<file path="src/rtl/reg_bank_if.sv">
// Bus bundle for reg_bank: per-register write enables, shared write data,
// and the parallel read-out of every register.
interface reg_bank_if #(
  parameter int NUM_REGS = 32,
  parameter int WIDTH    = 1
);
  logic [NUM_REGS-1:0]            en;
  logic [WIDTH-1:0]               d;
  logic [NUM_REGS-1:0][WIDTH-1:0] q;

  // Master drives enables and data and observes the contents; the bank is the slave.
  modport master (output en, output d, input q);
  modport slave  (input en, input d, output q);
endinterface

</file>
<file path="src/rtl/reg_bank.sv">
// Storage array for the register-file datapath: NUM_REGS enabled flops of
// WIDTH bits sharing one data input, all contents visible in parallel.
module reg_bank #(
  parameter int NUM_REGS = 32,
  parameter int WIDTH    = 1
) (
  input  logic       clk,
  input  logic       reset,
  reg_bank_if.slave  bus
);

  // One enabled-flop cell per register; en[i] pairs directly with q[i].
  for (genvar gi = 0; gi < NUM_REGS; gi++) begin : g_cell
    logic [WIDTH-1:0] r_cell;

    always_ff @(posedge clk or negedge reset) begin
      if (!reset) begin
        r_cell <= '0;
      end else if (bus.en[gi]) begin
        r_cell <= bus.d;
      end
    end

    assign bus.q[gi] = r_cell;
  end

endmodule

</file>
<file path="src/flat_wrapper.sv">
// flat-port wrapper written by rule: the top's interface ports become plain ports
module reg_bank_flat 
#(
  parameter int NUM_REGS = 32,
  parameter int WIDTH    = 1
)
  (clk, reset, bus_en, bus_d, bus_q);
  reg_bank_if #(.NUM_REGS(NUM_REGS), .WIDTH(WIDTH)) bus_i ();
  input  logic clk;
  input  logic reset;
  input wire logic [$bits(bus_i.en)-1:0] bus_en;
  input wire logic [$bits(bus_i.d)-1:0] bus_d;
  output wire logic [$bits(bus_i.q)-1:0] bus_q;
  assign bus_i.en = bus_en;
  assign bus_i.d = bus_d;
  assign bus_q = bus_i.q;
  reg_bank #(.NUM_REGS(NUM_REGS), .WIDTH(WIDTH)) u_core (.clk(clk), .reset(reset), .bus(bus_i));
endmodule
</file>
<file path="config.mk">
export PLATFORM = sky130hd
export DESIGN_NAME = reg_bank_flat
export DESIGN_NICKNAME = d
export VERILOG_FILES = /design/src/rtl/reg_bank_if.sv /design/src/rtl/reg_bank.sv /design/src/flat_wrapper.sv
export SDC_FILE = /design/constraint.sdc
export NUM_CORES = 1
export LEC_CHECK = 0
export ABC_AREA = 1
export CAP_MARGIN = 20
export CORE_MARGIN = 1.5
export CORE_UTILIZATION = 38
export DETAILED_ROUTE_END_ITERATION = 7
export PLACE_DENSITY = 0.8
export REMOVE_ABC_BUFFERS = 1
export SKIP_CTS_REPAIR_TIMING = 1
export SLEW_MARGIN = 10
export SYNTH_ARGS = -nofsm -noshare
export SYNTH_HDL_FRONTEND = slang
export SYNTH_SLANG_ARGS = --single-unit
</file>
<file path="constraint.sdc">
create_clock -name clk -period 0.8 [get_ports clk]
set_input_delay 0.2 -clock clk [delete_from_list [all_inputs] [get_ports clk]]
set_output_delay 0.2 -clock clk [all_outputs]
set_load 0.02 [all_outputs]
</file>
# --- Word level (Yosys, flattened, before mapping) ---
# Index checks and enable logic that the tools add are counted.
totals:
  ff_bits: 32
  in_bits: 35
  output_inout_bits: 32
  wordCells: 32

# --- Logic depth before layout (Yosys ltp) ---
logic_depth:
  ltp_word: 0
  depth_mapped: 3
  mapped_depth_nobuf: 3

# --- Least setup slack after synthesis ---
# Ideal clock, no wire load.
synth_path:
  path_kind: "register -> output"
  from: "register u_core.g_cell[0].r_cell"
  to: "output port bus_q[0]"
  arrival_time_ns: 0.501
  required_ns: 0.600
  slack_ns: 0.099
  stages_incl_launch_ff: 2
  path_buffers: 1
  cell_sequence: "dfrtp_1 > buf_4"
synth_rtl:
  columns: ["element", "line_no", "rtl"]
  rows:
  - ["start, declared", "reg_bank.sv:14", "logic [WIDTH-1:0] r_cell;"]
  - ["start signal, assigned", "reg_bank.sv:20", "r_cell <= bus.d;"]
  - ["end, declared", "flat_wrapper.sv:13", "output wire logic [$bits(bus_i.q)-1:0] bus_q;"]
# No word-level cell between the ends.

# --- Worst setup path after layout ---
layout_path:
  from: "register u_core.g_cell[25].r_cell"
  to: "output port bus_q[25]"
layout_rtl:
  columns: ["element", "line_no"]
  rows:
  - ["start, declared", "reg_bank.sv:14"]
  - ["start signal, assigned", "reg_bank.sv:20"]
# No word-level cell between the ends.

==> summary.txt <==
Setup path
  • CP bufs+invs: 1
  • Worst Setup End Kind: output port
  • Startpoint types: flop
  • Stages on the worst setup path: 1
  • Critical Path Max Stage Delay: 0.40 ns
  • Setup crit start: u_core.g_cell[25].r_cell$_DFFE_PN0P_
  • Setup CP Type: flop to output port
  • Worst path top cell family by delay: flip-flops
  • Worst reg-to-reg setup slack: 0.05 ns
  • Crit path capture: bus_q[25]
  • Critical Path RT: 0.60 ns
  • CP arrival: between 0.8 and 0.9 ns
  • Crit path cell chain: buf_6
  • Reg-to-reg critical path endpoint: u_core.g_cell[26].r_cell$_DFFE_PN0P_
  • Cells on worst reg2reg path: 3
  • Crit Path Max Fanout: 2
  • Worst r2r src: u_core.g_cell[26].r_cell$_DFFE_PN0P_
  • CP max-delay cell: dfrtp_1

Floorplan
  • Core area: 3970 sq um
  • Initial Util: 0.392
  • Die Ht: about 67 um
  • I/O Pins: 67
  • Die ar.: 4490 sq um
  • Die W: 67.0 um
  • Row count: 23

Synthesis
  • Yosys warns: 0
  • Largest family of logic cells by synthesized area: buffers and inverters
  • Post-synthesis simple-gate area fraction: 0.232
  • Synth Area in Adders: 0
  • Seq/Total Area, Yosys: 0.515
  • Mux cell area share after synthesis: 0
  • Largest area contributor in the netlist: dfrtp_1
  • Area share of the largest cell type after synthesis: 0.515
  • Dominant cells by area after synthesis: dfrtp_1, nand2_1, buf_4, inv_1, buf_6
  • Synthesized-area fraction occupied by xor and xnor cells: 0
  • Flops & latches, synth: 32
  • Syn Area/Cell: 7.98 sq um
  • Synth Instances: 195
  • Synthesized cell area: ~1600 sq um
  • Synth Area in Compound Gates: 0
  • Number of distinct library cells after synthesis: 5

Clock tree
  • CTS Buf Count: 5
  • Worst-path clk slew: 0.07 ns
  • Clk_lat worst skew: around 0.28 ns
  • Clock sink total: 32
  • # H-tree levels: 2
  • CTS root buf: clkbuf_8
  • TritonCTS clock tree: yes
  • Longest Clk Path Bufs: 2

Power and ir drop
  • Worst vdd ir: 0.980 mV
  • Leak: roughly 1.3 nW
  • Cell Int Power: around 3.4 mW
  • Comb pwr share: 0.223
  • Switching share of power: 0.249
  • Power per cell area: 1980 nW/um^2
  • Clk network pwr share: 0.368
  • Net Sw Power: between 1 and 1.5 mW
  • Pwr Total: around 4.6 mW
  • Flop pwr share: 0.409

Route
  • Met1 wire length: 1300 um
  • DRC: 0
  • DRT antenna net count: 0
  • WL met3: approximately 240 um
  • Metal2 WL: 1540 um
  • Pre-antenna DRT Iters: 4
  • Top Layer Used: met4
  • DR vias/cell: 4.06
  • Via count: 1199
  • Iteration-0 DRC Markers: 34
  • WL final: 3120 um
  • Wire length per cell: ~11 um

Cells and area
  • ANT cells: 0
  • Layout cells sized above 1: 0.216
  • Nets: roughly 280
  • Reg with most FFs: u_core.g_cell.r_cell
  • P&R area growth vs syn: 48.1%
  • Commonest cells after routing, fill and taps aside: nand2_1, clkdlybuf4s50_1, inv_1, buf_6, dfrtp_1
  • Cell Count, Final, Fillers Out: 295
  • Largest registers: u_core.g_cell.r_cell x32
  • Most common cell after layout, fill and taps aside: nand2_1
  • Flip-flop count of the largest register after layout: 32

Run status
  • Status: finished with violations
  • Failing checks: negative setup slack

STA
  • Clock period minus worst slack: 1.02 ns
  • Hold Vio Cnt, Final: 0
  • Fin. max-slew vios: 0
  • Max Freq: 983 MHz
  • Worst Slack Setup Final: -0.217 ns
  • Worst slew pin tran: 0.257 ns
  • Setup violators final: 32
  • RSZ-0062 raised after global routing: true
  • Slew margin rel.: 0.828
  • Final period utilization: 1.27
  • Max Clock Skew: 0 ns

Placed design
  • HPWL after detailed placement: 2050 um
  • Gpl congestion: 0.715
  • IO Port Bufs: 66
  • Placed cell count: between 200 and 300

Min path
  • Hold crit path type: input pin to asynchronous set/reset pin

GRT
  • Pin count of the biggest net entering global routing: 33
  • Vias in the first global route: 1104
  • GRT Resource Usage Total: 0.141
  • First-pass GRT wire length: 4640 um
  • Total grt overflow: 0
  • Initial antenna violation count: 0

Job
  • Max-cap violations: 0
[layer usage]
layer / vias up / GRT usage
met4: 0 / 0.0587
met5: - / 0
met1: 527 / 0.155
met3: 6 / 0.0524
met2: 44 / 0.241
li1: 622 / -
[how the worst min path moves through the flow]
stage | endpoint | startpoint | cells past startpoint
floorplan | u_core.g_cell[0].r_cell$_DFFE_PN0P_ | reset | 0
global placement | u_core.g_cell[28].r_cell$_DFFE_PN0P_ | u_core.g_cell[28].r_cell$_DFFE_PN0P_ | 2
detailed placement | u_core.g_cell[17].r_cell$_DFFE_PN0P_ | u_core.g_cell[17].r_cell$_DFFE_PN0P_ | 2
CTS | u_core.g_cell[17].r_cell$_DFFE_PN0P_ | reset | 2
global route | u_core.g_cell[14].r_cell$_DFFE_PN0P_ | reset | 2
finish | u_core.g_cell[30].r_cell$_DFFE_PN0P_ | reset | 2
[metrics by stage]
stage	setup TNS, ns	hold slack, ns	cell area, sq um	setup WS (ns)	utilization
finish	-6.46	0.285	2300	-0.217	0.580
global route	-7.56	0.297	2300	-0.260	0.580
CTS	-21.37	0.295	2190	-0.671	0.550
global placement	-20.16	0.451	2060	-0.341	0.519
floorplan	0	-0.0956	1280	0.124	-
detailed placement	-20.72	0.458	2060	-0.356	0.519
[power by group through the flow]
| stage | Combinational (mW) | Sequential, mW | Clock [mW] |
|---|---|---|---|
| finish | 1.01 | 1.86 | 1.68 |
| global route | 1.10 | 1.88 | 1.82 |
| CTS | 0.940 | 1.84 | 1.73 |
| detailed placement | 0.936 | 1.86 | 0 |
| global placement | 0.924 | 1.85 | 0 |
| floorplan | 0.153 | 2.05 | 0 |
[synthesized netlist by cell type (all sizes together)]
master / count
nand2: 96
buf: 35
dfrtp: 32
inv: 32
[kinds of logic (layout without fill, tap and decap cells)]
logic type,after synthesis,in the layout
flip-flops,32,32
AND/OR/NAND/NOR,96,96
buffers and inverters,67,117
[area by class of cell]
| type | instances | area (sq um) |
|---|---|---|
| Clock buffer | 7 | 96.3 |
| Clock inverter | 1 | 30.0 |
| Fill cell | 351 | 1670 |
| Inverter | 32 | 120 |
| Multi-Input combinational cell | 96 | 365 |
| Sequential cell | 32 | 801 |
| Tap cell | 50 | 62.6 |
| Timing Repair Buffer | 77 | 828 |
Power figures use the tool's default switching activity.
